==> src/rtl/sync_fifo.sv <==
// Single-clock FIFO with registered read data, occupancy count, threshold flags
// and sticky overflow/underflow error flags.
module sync_fifo #(
  parameter int unsigned DATA_WIDTH = 8,
  parameter int unsigned ADDR_WIDTH = 3,
  parameter int unsigned AF_LEVEL   = (2 ** ADDR_WIDTH) - 2,
  parameter int unsigned AE_LEVEL   = 2
) (
  input  logic                  clk,
  input  logic                  reset,
  input  logic                  wr,
  input  logic [DATA_WIDTH-1:0] w_data,
  input  logic                  rd,
  output logic [DATA_WIDTH-1:0] r_data,
  output logic                  r_valid,
  output logic                  full,
  output logic                  empty,
  output logic                  almost_full,
  output logic                  almost_empty,
  output logic [ADDR_WIDTH:0]   count,
  output logic                  overflow,
  output logic                  underflow
);

  localparam int unsigned DEPTH = 2 ** ADDR_WIDTH;
  localparam int unsigned CW    = ADDR_WIDTH + 1;

  logic [DATA_WIDTH-1:0] mem [DEPTH];
  logic [ADDR_WIDTH-1:0] wp;
  logic [ADDR_WIDTH-1:0] rp;
  logic                  rd_ok;
  logic                  wr_ok;

  // A pop frees a slot in the same cycle, so a full FIFO can still accept a write.
  always_comb begin
    rd_ok = rd && !empty;
    wr_ok = wr && (!full || rd_ok);
  end

  // Status flags follow the registered count directly.
  always_comb begin
    full         = (count == CW'(DEPTH));
    empty        = (count == CW'(0));
    almost_full  = (count >= CW'(AF_LEVEL));
    almost_empty = (count <= CW'(AE_LEVEL));
  end

  // Storage array; intentionally not cleared by reset.
  always_ff @(posedge clk) begin
    if (wr_ok) begin
      mem[wp] <= w_data;
    end
  end

  always_ff @(posedge clk or posedge reset) begin
    if (reset) begin
      wp        <= '0;
      rp        <= '0;
      count     <= '0;
      r_data    <= '0;
      r_valid   <= 1'b0;
      overflow  <= 1'b0;
      underflow <= 1'b0;
    end else begin
      r_valid <= rd_ok;
      if (wr_ok) begin
        wp <= wp + ADDR_WIDTH'(1);
      end
      if (rd_ok) begin
        r_data <= mem[rp];
        rp     <= rp + ADDR_WIDTH'(1);
      end
      case ({wr_ok, rd_ok})
        2'b10:   count <= count + CW'(1);
        2'b01:   count <= count - CW'(1);
        default: count <= count;
      endcase
      if (wr && !wr_ok) begin
        overflow <= 1'b1;
      end
      if (rd && !rd_ok) begin
        underflow <= 1'b1;
      end
    end
  end

endmodule

==> config.mk <==
export PLATFORM = sky130hd
export DESIGN_NAME = sync_fifo
export DESIGN_NICKNAME = d
export VERILOG_FILES = /design/src/rtl/sync_fifo.sv
export SDC_FILE = /design/constraint.sdc
export NUM_CORES = 1
export LEC_CHECK = 0
export CAP_MARGIN = 25
export CORE_ASPECT_RATIO = 1.4
export CORE_UTILIZATION = 55
export DETAILED_ROUTE_END_ITERATION = 16
export MAX_ROUTING_LAYER = met4
export PLACE_DENSITY = 0.78
export SETUP_SLACK_MARGIN = 0.3
export SYNTH_ARGS = -nofsm -noshare
export SYNTH_HDL_FRONTEND = slang
export SYNTH_SLANG_ARGS = --single-unit
==> constraint.sdc <==
create_clock -name clk -period 3.3 [get_ports clk]
set_clock_uncertainty 0.05 [all_clocks]
set_input_delay 0.66 -clock clk [delete_from_list [all_inputs] [get_ports clk]]
set_output_delay 0.66 -clock clk [all_outputs]
set_load 0.01 [all_outputs]
# == Word level (Yosys, flattened, before mapping) ==
# Memories as Yosys holds them, arrays and structs flattened. A register that Yosys moved wholly into a read port is not among the register bits.
# Cells that the tools add are included.
# op_classes
muxes,3
n_reduce_logical,11
n_eq_ne,3
addsub,4
order_cmp,2
# op_table
operator,count
$pmux 4 s2,1
$add 3x1->3 const B,2
$add 4x1->4 const B,1
$eq 4x4->1 const B,1
$ge 4x3->1 const B,1
$le 4x2->1 const B,1
$logic_and 1x1->1,4
$logic_not 1->1,4
$logic_not 4->1,1
$sub 4x1->4 const B,1
$eq 2x1->1 const B,1
$eq 2x2->1 const B,1
$mux 1,2
$reduce_bool 2->1,1
$logic_or 1x1->1,1
# word_totals
out_inout_bits,19
mem_bits_rw,64
in_bits,12
regBits,13
n_memories,1
wordCells,30
# mem_list
memory,words,word_bits,rd,rd_clocked_by_memory_dff,wr,line,rtl
mem,8,8,1,1,1,28,logic [DATA_WIDTH-1:0] mem [DEPTH];

# == Logic depth before layout (Yosys ltp) ==
# depth
word_depth,7
ltp_mapped,10
ltp_nobuf,10

# == Worst setup path before layout ==
# Ideal clock, no wire load.
# synth_path
path_kind,register to register
start,register count[0]
end,register count[3]
stages_incl_launch_ff,11
slack_ns,0.745
t_arrival_ns,2.381
setup_ns,0.124
path_cell_list,dfrtp_1 -> or3_4 -> o21ai_4 -> inv_2 -> nand2b_1 -> inv_1 -> ha_1 -> a21o_1 -> a21oi_1 -> mux2i_1 -> a211o_1
# synth_between
elab_chain_len,7
# synth_rtl
item,line,rtl
"start, declared",20,"output logic [ADDR_WIDTH:0] count,"
"start signal, assigned",74,2'b10: count <= count + CW'(1);
"start signal, assigned",75,2'b01: count <= count - CW'(1);
"start signal, assigned",76,default: count <= count;
$logic_not 4->1 *,43,empty = (count == CW'(0));
$logic_not 1->1 *,36,rd_ok = rd && !empty;
$logic_and 1x1->1 *,36,
named net rd_ok,31,logic rd_ok;
$logic_or 1x1->1,37,wr_ok = wr && (!full || rd_ok);
$logic_and 1x1->1,37,
$eq 2x1->1 / $eq 2x2->1 (equally long branches),73,"case ({wr_ok, rd_ok})"
$pmux 4 s2 / $reduce_bool 2->1 (equally long branches),--,
# Mark *: on every way through the listed nets, which the timed path passes. The rest lies on a longest branch.
# A chain may end at the register's enable or synchronous reset.

# == Final worst setup path ==
# layout_path
start,register count[3]
end,output full
# layout_between
elab_chain_len,1
# layout_rtl
item,line,rtl
$eq 4x4->1,42,full = (count == CW'(DEPTH));
"end, declared",16,"output logic full,"
# No other way between the ends.

==> flow_metrics.env <==
export IMPL_worstHoldStart="overflow"
export IMPL_remaining_drc_errors=0
export IMPL_yosysSeqAreaShare=0.689
export IMPL_grt_usage=0.221
export IMPL_fp_dieW_microns=69.9
export IMPL_cp_start_kind="register"
export IMPL_synthArstFlopShare=0.247
export IMPL_synth_seq_cells=85
export IMPL_cts_made_buffers=9
export IMPL_leakagePower_nw=1.59
export IMPL_synth_most_common_cell="edfxtp_1"
export IMPL_grt_max_degree=22
export IMPL_root_buffer="clkbuf_8"
export IMPL_pin_count=31
export IMPL_vias=1974
export IMPL_initial_core_util=0.572
export IMPL_fill_cells=428
export IMPL_port_buffer_count=30
export IMPL_cts_tree="built"
export IMPL_status="complete, no violations"
export IMPL_slew_viol_final=0
export IMPL_finalWirelength_mm=6.56
export IMPL_cp_end_kind="output port"
export IMPL_max_freq_mhz=357
export IMPL_diodes=0
export IMPL_cap_viol_max_count=0
export IMPL_grt_pass1_vias=2106
export IMPL_via_per_inst=5.62
export IMPL_synth_edff_count=64
export IMPL_yosys_warnings=0
export IMPL_crit_type="register to output port"
export IMPL_overflow=0
export IMPL_final_cells=351
export IMPL_grt_pass1_wl_mm=10.5
export IMPL_synth_cells=230
export IMPL_period_needed_ns=2.80
export IMPL_hp_class="register to register"
export IMPL_hold_viol=0
export IMPL_arrival_ns=2.09
export IMPL_synth_main_ff_cell="edfxtp_1"
export IMPL_insertion_delay_ns=0.36
export IMPL_syn_to_final_growth_pct=18.1
export IMPL_yosys_area_top_type="edfxtp_1"
export IMPL_gp_congestion=0.804
export IMPL_drive_above_1_share=0.186
export IMPL_antenna_found_initial=0
export IMPL_stdcell_area_sq_um=4200
export IMPL_worstReg2RegStart="count[1]"
export IMPL_cp_max_fo=10
export IMPL_placed_area_sq_um=3960
export IMPL_setup_worst_path_start="count[3]"
export IMPL_worstPathRequired_ns=2.59
export IMPL_dr_pass1_iters=5
export IMPL_dp_hpwl_mm=4.58
export IMPL_syn_nets=247
export IMPL_cts_resized=0
export IMPL_synth_cell_types=36
export IMPL_fin_nets=291
export IMPL_htreeDepth=3
export IMPL_dp_cells=334
export IMPL_antenna_left=0
export IMPL_setup_viol=0
export IMPL_slew_headroom=0.428
export IMPL_die_h_microns=97.1
export IMPL_hold_ws_ns=0.416
export IMPL_rsz0062_at_grt="false"
export IMPL_fin_util=0.676
export IMPL_core_sq_um=6210
export IMPL_cts_sinks=85
export IMPL_clock_path_buffers=2
export IMPL_wl_per_cell_microns=18.7
export IMPL_dieArea_sq_um=6790
export IMPL_rows=34
export IMPL_p_per_area_nw_per_um2=872
export IMPL_synthesis_area_sq_um=3550
export IMPL_synth_area_leaders="edfxtp_1 54%, dfrtp_1 15%, mux2_2 5.4%"
export IMPL_dr_first_iter_drc_count=92
export IMPL_fin_setup_tns_ns=0
export IMPL_clk_pin_slew_worst_paths_ns=0.08
export IMPL_worstMarginPinSlew_ns=0.859
export IMPL_min_period_over_period=0.849
export IMPL_ir_drop_mv=0.579
export IMPL_synth_top_cell_area_share=0.541
export IMPL_synth_area_per_cell_sq_um=15.4
export IMPL_synth_commonest_cells="64 x edfxtp_1, 23 x nand2_1, 21 x dfrtp_1"
[area by class of cell]
class	count	area (sq um)	area share
clock buffers	12	178	0.0423
clock inverters	4	51.3	0.0122
inverters	6	22.5	0.00537
multi-input cells	129	1010	0.241
flip-flops and latches	85	2450	0.583
well taps	72	90.1	0.0215
repair buffers	43	398	0.0948
[repair_timing]
item                       4_1_cts  5_1_grt
setup endpoints to repair        0        1
hold buffers                     0        0
setup buffers                    0        1
[cells by family after synthesis]
group,after synthesis,share of synthesized area
AO/OA/AOI/OAI,37,0.0813
XOR/XNOR,6,0.0148
adder cells (fa/ha/maj),5,0.0197
buffers and inverters,16,0.0271
flip-flops,85,0.689
multiplexers,35,0.105
AND/OR/NAND/NOR,46,0.0637
[routing by layer]
layer | global-route usage | vias up | part of all wire | routed length (microns)
met5 | - | - | 0 | 0
met4 | 0.146 | 0 | 0.038 | 247
met3 | 0.0373 | 17 | 0.023 | 154
met2 | 0.361 | 35 | 0.55 | 3600
met1 | 0.248 | 964 | 0.39 | 2560
li1 | - | 958 | - | -
[layout by cell type, fill, tap and decap left out, types with 7 or more instances in the layout]
cell type and n:
buf_4 13, nor2_1 7, mux2_2 17, dfrtp_1 21, edfxtp_1 64, mux2i_1 18
clkbuf_8 9, nand2_1 23, o22ai_1 8, clkdlybuf4s50_1 30, o21ai_0 7, a221o_1 8
[final timing paths]
kind / end / slack (ns) / cells after the start
worst max-delay path: full / 0.50 / 3
worst min-delay path: overflow / 0.42 / 1
worst max register to register: count[3] / 0.66 / 10
worst min register to register: overflow / 0.42 / 1
max in group asynchronous: rp[2] / 1.99 / 2
min in group asynchronous: r_data[5] / 0.70 / 2
[metrics by stage]
step	worst slack, ns	total power [mW]
3_5_place_dp	0.348	2.88
6_report	0.497	3.66
5_1_grt	0.423	3.83
3_3_place_gp	0.420	2.84
2_1_floorplan	0.745	2.40
4_1_cts	0.380	3.68
[sequential cells by signal (all words and copies together) (netlist names)]
register and flops:
underflow 1, rp 3, r_valid 1, overflow 1
count 4, mem 64, r_data 8, wp 3
[report_power, final]
| part | switching, mW | total [mW] | internal (mW) |
|---|---|---|---|
| sequential | 0.208 | 1.59 | 1.38 |
| clock | 0.368 | 0.810 | 0.442 |
| combinational | 0.593 | 1.26 | 0.665 |
[worst max-delay path: stages, from the launching register on]
cell and delay (ns):
dfrtp_1 0.57, or4b_4 0.54, inv_1 0.09, clkdlybuf4s50_1 0.54
(Power assumes the default switching activity.)
